--- src/rtl/jtag_chain_loader.sv ---
// jtag_chain_loader
//   Host-side driver for the memory scan chain that runs through Imem and then
//   Dmem. Each accepted host word shifts the chain by one position. The word
//   that falls off the end of the chain is handed back to the host. The core
//   is held in reset until a full-length load has completed. A running
//   mod-2^WIDTH sum of the loaded words lets the host verify the image.
//
// Ports
//   clk, rst         clock; synchronous active-low reset
//   start, abort     load control pulses (abort has priority)
//   s_data/valid/ready   host -> chain word stream
//   m_data/valid/ready   chain -> host readback (one-word output slot)
//   Jen, Jin, Jout   chain shift enable, serial word in, last element out
//   core_rst         active-high core reset, low only in DONE
//   busy, done       state == SHIFT / state == DONE
//   count, checksum  words shifted and their sum for the current load
module jtag_chain_loader #(
    parameter int WIDTH       = 32,
    parameter int CHAIN_WORDS = 1024,
    parameter int CW          = $clog2(CHAIN_WORDS) + 1
) (
    input  logic             clk,
    input  logic             rst,
    input  logic             start,
    input  logic             abort,
    input  logic [WIDTH-1:0] s_data,
    input  logic             s_valid,
    output logic             s_ready,
    output logic [WIDTH-1:0] m_data,
    output logic             m_valid,
    input  logic             m_ready,
    output logic             Jen,
    output logic [WIDTH-1:0] Jin,
    input  logic [WIDTH-1:0] Jout,
    output logic             core_rst,
    output logic             busy,
    output logic             done,
    output logic [CW-1:0]    count,
    output logic [WIDTH-1:0] checksum
);

    typedef enum logic [1:0] {
        ST_IDLE  = 2'd0,
        ST_SHIFT = 2'd1,
        ST_DONE  = 2'd2
    } state_t;

    state_t           state_q;
    logic [WIDTH-1:0] m_data_q;
    logic             m_valid_q;
    logic [CW-1:0]    count_q;
    logic [WIDTH-1:0] checksum_q;

    logic             fire;
    logic [CW-1:0]    count_d;
    logic [WIDTH-1:0] checksum_d;

    // A shift needs room in the output slot: either it is empty or the host
    // is draining it in this same cycle. This is what stops a stalled host
    // from losing chain words.
    assign s_ready    = (state_q == ST_SHIFT) && !abort && (!m_valid_q || m_ready);
    assign fire       = s_valid && s_ready;
    assign Jen        = fire;
    assign Jin        = fire ? s_data : '0;

    assign count_d    = count_q + CW'(1);
    assign checksum_d = checksum_q + s_data;

    assign m_data     = m_data_q;
    assign m_valid    = m_valid_q;
    assign count      = count_q;
    assign checksum   = checksum_q;
    assign core_rst   = (state_q != ST_DONE);
    assign busy       = (state_q == ST_SHIFT);
    assign done       = (state_q == ST_DONE);

    always_ff @(posedge clk) begin
        if (!rst) begin
            state_q    <= ST_IDLE;
            m_data_q   <= '0;
            m_valid_q  <= 1'b0;
            count_q    <= '0;
            checksum_q <= '0;
        end else begin
            // Output slot: a new capture overrides a pop in the same cycle.
            // Jout is sampled before the chain moves, so this is the old word.
            if (fire) begin
                m_data_q  <= Jout;
                m_valid_q <= 1'b1;
            end else if (m_valid_q && m_ready) begin
                m_valid_q <= 1'b0;
            end

            case (state_q)
                ST_IDLE: begin
                    if (start && !abort) begin
                        state_q    <= ST_SHIFT;
                        count_q    <= '0;
                        checksum_q <= '0;
                    end
                end
                ST_SHIFT: begin
                    // count/checksum are left as-is on abort for debug.
                    if (abort) begin
                        state_q <= ST_IDLE;
                    end else if (fire) begin
                        count_q    <= count_d;
                        checksum_q <= checksum_d;
                        if (count_d == CW'(CHAIN_WORDS)) state_q <= ST_DONE;
                    end
                end
                ST_DONE: begin
                    if (abort) begin
                        state_q <= ST_IDLE;
                    end else if (start) begin
                        state_q    <= ST_SHIFT;
                        count_q    <= '0;
                        checksum_q <= '0;
                    end
                end
                default: state_q <= ST_IDLE;
            endcase
        end
    end

endmodule
--- config.mk ---
export PLATFORM = sky130hd
export DESIGN_NAME = jtag_chain_loader
export DESIGN_NICKNAME = d
export VERILOG_FILES = /design/src/rtl/jtag_chain_loader.sv
export SDC_FILE = /design/constraint.sdc
export NUM_CORES = 1
export LEC_CHECK = 0
export CAP_MARGIN = 0
export CORE_AREA = 5 5 109 111
export DETAILED_ROUTE_END_ITERATION = 8
export DIE_AREA = 0 0 114 116
export GPL_TIMING_DRIVEN = 0
export PLACE_DENSITY = 0.81
export SLEW_MARGIN = 20
export SYNTH_ARGS = -nofsm -noshare
export SYNTH_HDL_FRONTEND = slang
export SYNTH_SLANG_ARGS = --single-unit
--- constraint.sdc ---
create_clock -name clk -period 3.1 [get_ports clk]
set_clock_uncertainty 0.05 [all_clocks]
set_input_delay 0.465 -clock clk [delete_from_list [all_inputs] [get_ports clk]]
set_output_delay 0.465 -clock clk [all_outputs]
set_load 0.05 [all_outputs]
==> results.json <==
{
  "via_per_inst": 5.40,
  "maxCapViolations": 0,
  "grt_pass1_wl_um": 23600,
  "syn_nets": 704,
  "cts_tree": "yes",
  "clockBufferDepth": 2,
  "drtIter0Drc": 259,
  "report.final.slew_viol_count": 0,
  "fin_crit_sh_pct": 99.2,
  "grt_usage_pct": 22.0,
  "diodes": 0,
  "p_total_mw": 2.14,
  "pwr-share-seq_pct": 47.6,
  "use_met3_pct": 4.02,
  "crit_chain": "clkdlybuf4s50_1 -> ha_4 -> o21ai_1 -> nor2_2 -> o41a_1 -> a21o_1 -> a31oi_4 -> a31oi_4 -> a2111o_1 -> xor2_1 -> o211ai_1",
  "finalHoldViolCount": 0,
  "rows": 38,
  "grt_use_met1_pct": 26.8,
  "place_inst": 923,
  "cp_slowest_cell": "clkdlybuf4s50_1",
  "drive_gt1_share_pct": 6.34,
  "clock-root-buffer": "clkbuf_8",
  "cellInternalPower_mw": 1.49,
  "synth.top_cell.area_share_pct": 33.0,
  "layout_min_cycle_time_ps": 3080,
  "clk_latency_ps": 370,
  "synth_edf_count": 0,
  "boundaryPins": 183,
  "numCtsBuffers": 9,
  "area_growth_pct": 49.7,
  "firstDrtPassIters": 5,
  "gr-total-overflow": 0,
  "worstPathRequired_ps": 3340,
  "powerDensity_nw_per_um2": 303,
  "async_flop_share_pct": 0,
  "avgSynthCellArea_um2": 7.87,
  "p_leak_nw": 3.01,
  "hp-class": "register to register",
  "num_vias": 5102,
  "synth_seq_cells": 78,
  "grt_antenna_before_repair": 0,
  "fin_cells": 945,
  "cp-end-kind": "register",
  "synth-seq-area-share_pct": 33.0,
  "clkPwrFrac_pct": 33.8,
  "coreArea_um2": 10700,
  "switching_power_mw": 0.651,
  "start_kind": "input pin",
  "max_stage_delay_ps": 540,
  "timing_worst_setup_path_type": "input pin to register",
  "htree_levels": 3,
  "yosysTopAreaCell": "dfxtp_1",
  "die_area_um2": 13200,
  "grt_pass1_vias": 4942,
  "grt_max_degree": 20,
  "setup_viol": 0,
  "clock_sinks": 78,
  "die_h_um": 116,
  "drc": 0,
  "slew_headroom_pct": 62.6,
  "swShare_pct": 30.3,
  "gp_congestion": 0.885,
  "hold_buffers": 0,
  "path_clk_slew_ps": 90,
  "cp.arrival_ps": 3310,
  "final_core_util_pct": 66.2,
  "synthCells": 601,
  "ys_warn_count": 0,
  "outcome": "completed",
  "port_buffers": 182,
  "crit_top_cell": "a31oi_4",
  "combPwrFrac_pct": 18.5,
  "synthesis.area_um2": 4730,
  "start_util_pct": 44.2,
  "wire_per_inst_um": 16.1,
  "max_freq_mhz": 325,
  "synth.distinct_cells": 54,
  "routed_wirelength_um": 15200,
  "hpwlAfterDp_um": 11400,
  "layout.nets": 903,
  "synth_area_leaders": "dfxtp_1 (33%), nand2_1 (8.7%), ha_1 (8.5%)",
  "worstMarginPinSlew_ps": 560,
  "crit_path_max_fanout": 4,
  "grt_util_met2_pct": 38.1,
  "yosys_most_used_dff": "dfxtp_1",
  "die-width_um": 114,
  "grt-busiest-layer": "met2",
  "irDropWorstVdd_uv": 181,
  "postRouteAntennaNets": 0
}
-- worst max-delay path, delay by kind of cell --
family | cells | cell delay (ps)
AND/OR/NAND/NOR | 1 | 80
adder cells (fa/ha/maj) | 1 | 240
XOR/XNOR | 1 | 150
AO/OA/AOI/OAI | 7 | 1820
buffers and inverters | 1 | 540
-- area by class of cell --
type,count,area (µm²)
buffer,28,111
inverter,8,33.8
clock inverter,7,56.3
fill,894,3610
sequential,78,1560
tap,140,175
timing repair buffer,192,1880
multi-input combinational,483,3140
clock buffer,9,124
-- power groups by stage --
| stage | clock network (mW) | registers [mW] | logic, mW |
|---|---|---|---|
| floorplan | 0 | 1.08 | 0.170 |
| global placement | 0 | 1.04 | 0.377 |
| detailed placement | 0 | 1.04 | 0.383 |
| CTS | 0.742 | 1.02 | 0.388 |
| global route | 0.791 | 1.02 | 0.424 |
| finish | 0.726 | 1.02 | 0.397 |
-- layer usage --
| metal | wire (µm) | part of all wire (%) | vias up |
|---|---|---|---|
| li1 | - | - | 2523 |
| met1 | 6490 | 43 | 2371 |
| met2 | 7440 | 49 | 175 |
| met3 | 938 | 6.2 | 33 |
| met4 | 371 | 2.4 | 0 |
| met5 | 0 | 0 | - |
-- timing repair --
| item | in CTS | in global routing |
|---|---|---|
| setup buffers | 5 | 5 |
| pin swaps | 8 | 13 |
| setup endpoints to repair | 46 | 17 |
| resized for setup | 45 | 18 |
-- path summary, 6_finish.rpt --
path | startpoint | endpoint | slack, ps | depth (start not counted)
setup / recovery | s_data[3] | checksum[31] | 20 | 11
hold / removal | m_data[16] | m_data[16] | 420 | 2
setup reg to reg | checksum[0] | checksum[31] | 110 | 11
hold reg to reg | m_data[16] | m_data[16] | 420 | 2
-- state kept, by name, indices dropped and copies added, names as in the netlist --
register and count:
checksum 32, m_data 32, count 11, state_q 2, m_valid 1
-- kinds of logic (layout without fill, tap and decap cells) --
group,count (synthesis),count (layout),synth area share (%)
flip-flops,78,78,33.0
AO/OA/AOI/OAI,175,175,24.3
multiplexers,2,2,0.423
XOR/XNOR,27,27,5.00
adder cells (fa/ha/maj),33,33,8.89
AND/OR/NAND/NOR,246,246,25.2
buffers and inverters,40,244,3.23
-- per-stage QoR --
stage               TNS [ps]  hold WS (ps)  instance area, µm²  worst slack (ps)
finish                     0           420                7080              24.9
global route           -23.6           434                7080             -23.6
CTS                    -45.6           421                6980             -45.6
detailed placement    -46050           409                6730             -1340
global placement      -46260           400                6730             -1350
floorplan              -21.5           465                4730             -21.5
-- Yosys cell counts (all sizes together), types with 2 or more instances --
| library cell | number |
|---|---|
| a21oi | 35 |
| ha | 32 |
| xnor2 | 12 |
| o21bai | 5 |
| and3 | 42 |
| dfxtp | 78 |
| nor3 | 3 |
| o21ai | 44 |
| inv | 8 |
| a22oi | 11 |
| a211oi | 5 |
| nor2b | 18 |
| a21boi | 35 |
| o21a | 3 |
| nand2 | 110 |
| a31o | 2 |
| xor2 | 15 |
| a21o | 18 |
| nor2 | 33 |
| clkbuf | 28 |
| buf | 4 |
| mux2i | 2 |
| nand3 | 8 |
| nand2b | 7 |
| and2 | 10 |
| nor3b | 6 |
| o31ai | 2 |
| a31oi | 6 |
-- layout by cell type (no fill, tap or decap), drive strengths merged, types with 6 or more instances in the layout --
master,synthesis,layout
clkdlybuf4s50,0,147
a21oi,35,35
a31oi,6,6
nand3,8,8
nor3b,6,6
nand2b,7,7
dfxtp,78,78
xnor2,12,12
and2,10,10
a21boi,35,35
a22oi,11,11
dlygate4sd2,0,28
and3,42,42
nand2,110,110
nor2,33,33
clkbuf,28,34
buf,4,14
inv,8,10
ha,32,32
xor2,15,15
o21ai,44,44
a21o,18,18
nor2b,18,18
(Power assumes the default switching activity.)
